`src/rtl/perm_pkg.sv`:
```
// rtl/perm_pkg.sv - shared sizes, factorial constants and FSM states for perm_unrank
// Purpose: single source of element count, widths, rank limit and factorials.
// Ports: none (package).
package perm_pkg;

  localparam int          N_EL        = 8;
  localparam int          EL_W        = 3;
  localparam int          ORDER_W     = 24;
  localparam logic [15:0] MAX_RANK    = 16'd40319;
  localparam logic [23:0] IDENT_ORDER = 24'h053977;

  localparam logic [15:0] FACT7 = 16'd5040;
  localparam logic [15:0] FACT6 = 16'd720;
  localparam logic [15:0] FACT5 = 16'd120;
  localparam logic [15:0] FACT4 = 16'd24;
  localparam logic [15:0] FACT3 = 16'd6;
  localparam logic [15:0] FACT2 = 16'd2;
  localparam logic [15:0] FACT1 = 16'd1;

  typedef enum logic [1:0] {
    ST_IDLE = 2'd0,
    ST_CALC = 2'd1,
    ST_DONE = 2'd2
  } state_t;

  // k! for k = 0..7; only ever called with elaboration-time constants.
  function automatic logic [15:0] fact(input int k);
    case (k)
      7:       fact = FACT7;
      6:       fact = FACT6;
      5:       fact = FACT5;
      4:       fact = FACT4;
      3:       fact = FACT3;
      2:       fact = FACT2;
      default: fact = FACT1;
    endcase
  endfunction

endpackage

```
`src/rtl/perm_pick.sv`:
```
// rtl/perm_pick.sv - select the d-th unused element index from a used mask
// Purpose: combinational; returns the index of the d-th (0-based) clear bit.
// Ports: used (8-bit mask, 1 = taken), d (3-bit ordinal), el (3-bit index).
module perm_pick
  import perm_pkg::*;
(
  input  logic [N_EL-1:0] used,
  input  logic [EL_W-1:0] d,
  output logic [EL_W-1:0] el
);

  logic [3:0] cnt;
  logic       found;

  always_comb begin
    el    = '0;
    cnt   = '0;
    found = 1'b0;
    for (int i = 0; i < N_EL; i++) begin
      if (!used[i]) begin
        if (!found && (cnt == {1'b0, d})) begin
          el    = EL_W'(i);
          found = 1'b1;
        end
        cnt = cnt + 4'd1;
      end
    end
  end

endmodule

```
`src/rtl/perm_unrank.sv`:
```
// rtl/perm_unrank.sv - decode a lexicographic rank into a permutation of 0..7
// Purpose: factorial-base unranking, one output position per CALC cycle.
// Ports: CLK, RST (async active-low), start/index (request),
//        busy, valid (1-cycle pulse), err (rank out of range), order (24-bit result).
module perm_unrank
  import perm_pkg::*;
(
  input  logic               CLK,
  input  logic               RST,
  input  logic               start,
  input  logic [15:0]        index,
  output logic               busy,
  output logic               valid,
  output logic               err,
  output logic [ORDER_W-1:0] order
);

  state_t          state, state_nxt;
  logic [15:0]     remainder;
  logic [N_EL-1:0] used;
  logic [2:0]      step;
  logic [2:0]      k_cur;
  logic [2:0]      d_sel;
  logic [15:0]     sub_sel;
  logic [EL_W-1:0] pick_el;
  logic            rank_bad;

  // k = 7 - step, which for a 3-bit step is its bitwise inverse.
  assign k_cur    = ~step;
  assign rank_bad = (index > MAX_RANK);

  // Comparator ladder: d counts how many constants j*k! (j=1..k) the
  // remainder reaches. Every product is folded at elaboration, so the only
  // runtime multiply is d times a constant.
  always_comb begin
    d_sel   = '0;
    sub_sel = '0;
    for (int kk = 0; kk < N_EL; kk++) begin
      if (k_cur == kk[2:0]) begin
        for (int j = 1; j < N_EL; j++) begin
          if ((j <= kk) && (remainder >= 16'(j) * fact(kk)))
            d_sel = d_sel + 3'd1;
        end
        sub_sel = 16'(d_sel) * fact(kk);
      end
    end
  end

  perm_pick u_pick (
    .used (used),
    .d    (d_sel),
    .el   (pick_el)
  );

  // FSM state register
  always_ff @(posedge CLK or negedge RST) begin
    if (!RST) state <= ST_IDLE;
    else      state <= state_nxt;
  end

  // FSM next-state logic
  always_comb begin
    state_nxt = state;
    case (state)
      ST_IDLE: if (start) state_nxt = rank_bad ? ST_DONE : ST_CALC;
      ST_CALC: if (step == 3'd7) state_nxt = ST_DONE;
      ST_DONE: state_nxt = ST_IDLE;
      default: state_nxt = ST_IDLE;
    endcase
  end

  // FSM outputs
  always_comb begin
    busy  = (state != ST_IDLE);
    valid = (state == ST_DONE);
  end

  // Datapath. order is only touched during CALC, so an out-of-range request
  // leaves the previous result in place.
  always_ff @(posedge CLK or negedge RST) begin
    if (!RST) begin
      remainder <= '0;
      used      <= '0;
      step      <= '0;
      err       <= 1'b0;
      order     <= '0;
    end else begin
      case (state)
        ST_IDLE: begin
          if (start) begin
            remainder <= index;
            used      <= '0;
            step      <= '0;
            err       <= rank_bad;
          end
        end
        ST_CALC: begin
          order[3*int'(k_cur) +: EL_W] <= pick_el;
          used[pick_el]                <= 1'b1;
          remainder                    <= remainder - sub_sel;
          step                         <= step + 3'd1;
        end
        default: ;
      endcase
    end
  end

endmodule

```
`config.mk`:
```
export PLATFORM = sky130hd
export DESIGN_NAME = perm_unrank
export DESIGN_NICKNAME = d
export VERILOG_FILES = /design/src/rtl/perm_pkg.sv /design/src/rtl/perm_pick.sv /design/src/rtl/perm_unrank.sv
export SDC_FILE = /design/constraint.sdc
export NUM_CORES = 1
export LEC_CHECK = 0
export CELL_PAD_IN_SITES_DETAIL_PLACEMENT = 0
export CELL_PAD_IN_SITES_GLOBAL_PLACEMENT = 1
export CORE_ASPECT_RATIO = 0.9
export CORE_UTILIZATION = 45
export CTS_CLUSTER_SIZE = 40
export DETAILED_ROUTE_END_ITERATION = 8
export PLACE_DENSITY = 0.84
export SLEW_MARGIN = 0
export SYNTH_ARGS = -nofsm -noshare
export SYNTH_HDL_FRONTEND = slang
export SYNTH_SLANG_ARGS = --single-unit
```
`constraint.sdc`:
```
create_clock -name CLK -period 22.1 [get_ports CLK]
set_input_delay 3.315 -clock CLK [delete_from_list [all_inputs] [get_ports CLK]]
set_output_delay 3.315 -clock CLK [all_outputs]
set_load 0.01 [all_outputs]
```
==> reports/results.ini <==
[drt]
drt-initial-drc-count = 614
drc = 0
ant_nets = 0
wl_um = 25700
viasPerCell = 6.19
post_drt_wl_per_cell_um = 18.6
firstDrtPassIters = 5
vias = 8571

[worst_setup_path]
path_buf_inv = 7
end_kind = flop
crit_path_frequent_cell = ha_1
crit_path_max_fanout = 13
path_class = flop to flop
crit_required_ns = 22.29
critPathLaunchType = flop
critPathMaxStageDelay_ns = 0.66
cp_slowest_cell = or4_4
crit_family = compound AO/OA/AOI/OAI gates
cp.arrival_ns = 20.89

[floorplanning]
start_util_pct = 46.7
dieArea_sq_um = 19900
row_count = 47
die_x_um = 149
core_area_sq_um = 18600
floorplan.io_pins = 46
die_y_um = 134

[final_layout]
n_fill_cell = 1799
diodes = 0
drive_gt1_share_pct = 10.4
areaGrowthSynthToFinish_pct = 11.2
final_common_cell = nand2_1
nets = 1245
final_cell_mix = nand2_1, ha_1, a21oi_1, nor2_1

[cts]
cts_tree = done
cts_num_sinks = 54
cts-root-buf = clkbuf_16
path_clk_slew_ns = 0.07
cts_buffers = 5
insertion_delay_ns = 0.30
cts-htree-levels = 2
cts_buffer_depth = 2

[sta]
hold_ws_ns = 0.486
worst_clock_skew_ns = 0.00562
hold_viol_final = 0
max_freq_mhz = 48.3
max-slew-margin-rel_pct = 28.9
final-max-slew-violation-count = 0
finalCriticalPeriod_ns = 20.70
setup_viol = 0
post-route-period-util_pct = 93.7
tightest_slew_ns = 1.06

[global_routing]
grt_overflow = 0
grt_start_max_net_pins = 55
grt_pass1_vias = 8032
grt_pass1_wl_um = 41800
grt_usage_pct = 26.0
antenna_found_initial = 0

[synthesis]
ys_ff_latch = 54
synth_edf_count = 0
netlist_area_sq_um = 8710
dominantRegCellSynth = dfrtp_1
synth_cell_type_count = 91
syn_inst = 1122
yosys_warnings = 0
avgSynthCellArea_sq_um = 7.76
yosys.area.top_type = dfrtp_1
ys_seq_area_share_pct = 15.5
synth_top_area_share_pct = 15.5
async_flop_share_pct = 100
ys_top_cells_by_area = dfrtp_1, ha_1, xnor2_1
syn-num-nets = 1228

[outcome]
status = finished clean

[job]
cap_violations = 0

[placed_design]
dp_hpwl_um = 19700
finalWeightedCongestion = 1.01
portBuffers = 45

[min_path]
hp-class = flop to flop

## layer usage
metal,up-vias,wire length [um],global-route usage (%)
met5,-,0,0
met4,0,385,6.19
met3,33,1530,2.65
met2,290,11600,42.1
met1,4092,12200,36.9
li1,4156,-,-
## stage by stage
stage | util [%] | instances | setup slack (ns) | instance area, sq um | setup TNS [ns]
3_5_place_dp | 50.1 | 1367 | 0.113 | 9340 | 0
6_report | 52.0 | 1385 | 1.40 | 9690 | 0
3_3_place_gp | 50.1 | 1367 | 0.747 | 9340 | 0
2_1_floorplan | - | 1122 | 2.92 | 8710 | 0
4_1_cts | 51.1 | 1375 | 0.0151 | 9520 | 0
5_1_grt | 52.0 | 1385 | -0.163 | 9690 | -0.163
## cells in the mapped netlist, types with 8 or more instances
| library cell | count |
|---|---|
| xor2_1 | 27 |
| nand2b_1 | 11 |
| mux2i_1 | 19 |
| inv_1 | 62 |
| nand2_1 | 124 |
| mux2_2 | 21 |
| a22o_1 | 10 |
| clkbuf_1 | 51 |
| a22oi_1 | 13 |
| a21o_1 | 17 |
| nor3b_1 | 9 |
| or4_1 | 8 |
| a31oi_1 | 14 |
| nor3_1 | 22 |
| and2_1 | 13 |
| a211oi_1 | 8 |
| a21oi_1 | 69 |
| o21ai_0 | 64 |
| o211a_1 | 8 |
| xnor2_1 | 63 |
| dfrtp_1 | 54 |
| nand3_1 | 33 |
| ha_1 | 81 |
| nor2b_1 | 21 |
| a221o_1 | 8 |
| nor4_1 | 18 |
| and3_1 | 16 |
| nor2_1 | 69 |
| or3_1 | 11 |
| o211ai_1 | 8 |
| nand4_1 | 11 |
| o31ai_1 | 17 |
## logic make-up after synthesis
kind of cell | synth area share, %
fa+ha+maj | 13.0
compound gates | 26.5
simple gates | 22.7
buf+inv | 5.82
mux | 4.90
flops | 15.5
xor+xnor | 11.5
## area by class of cell
class	instances	area, sq um	share of cell area, %
Multi-Input combinational cell	941	6950	71.7
Sequential cell	54	1360	14.0
Timing Repair Buffer	74	663	6.85
Tap cell	245	307	3.16
Inverter	63	236	2.44
Clock buffer	6	139	1.43
Clock inverter	2	38.8	0.400
## worst min-delay path, cell delays in order (launching register included)
cell and delay, ns:
dfrtp_1 0.35, nand2_1 0.04, o21ai_0 0.06
## flip-flops by register name (all words and copies together) (netlist names)
name,cells
state,2
remainder,16
err,1
used,8
step,3
order,24
## final timing paths
kind / from / end / slack, ns / cells after the start
setup / recovery: remainder[12] / remainder[15] / 1.40 / 106
hold / removal: order[14] / order[14] / 0.49 / 2
setup reg to reg: remainder[12] / remainder[15] / 1.40 / 106
hold reg to reg: order[14] / order[14] / 0.49 / 2
max in group asynchronous: RST / remainder[13] / 18.42 / 2
min in group asynchronous: RST / remainder[10] / 3.15 / 2
## timing repair
item,in CTS,in global routing
buffers inserted,0,10
endpoints found under the setup margin,0,9
hold buffers,0,0
gates resized for setup,0,20
Power is not shown: default switching activity piles up to over one toggle a cycle in this logic, so the estimate is an artifact.
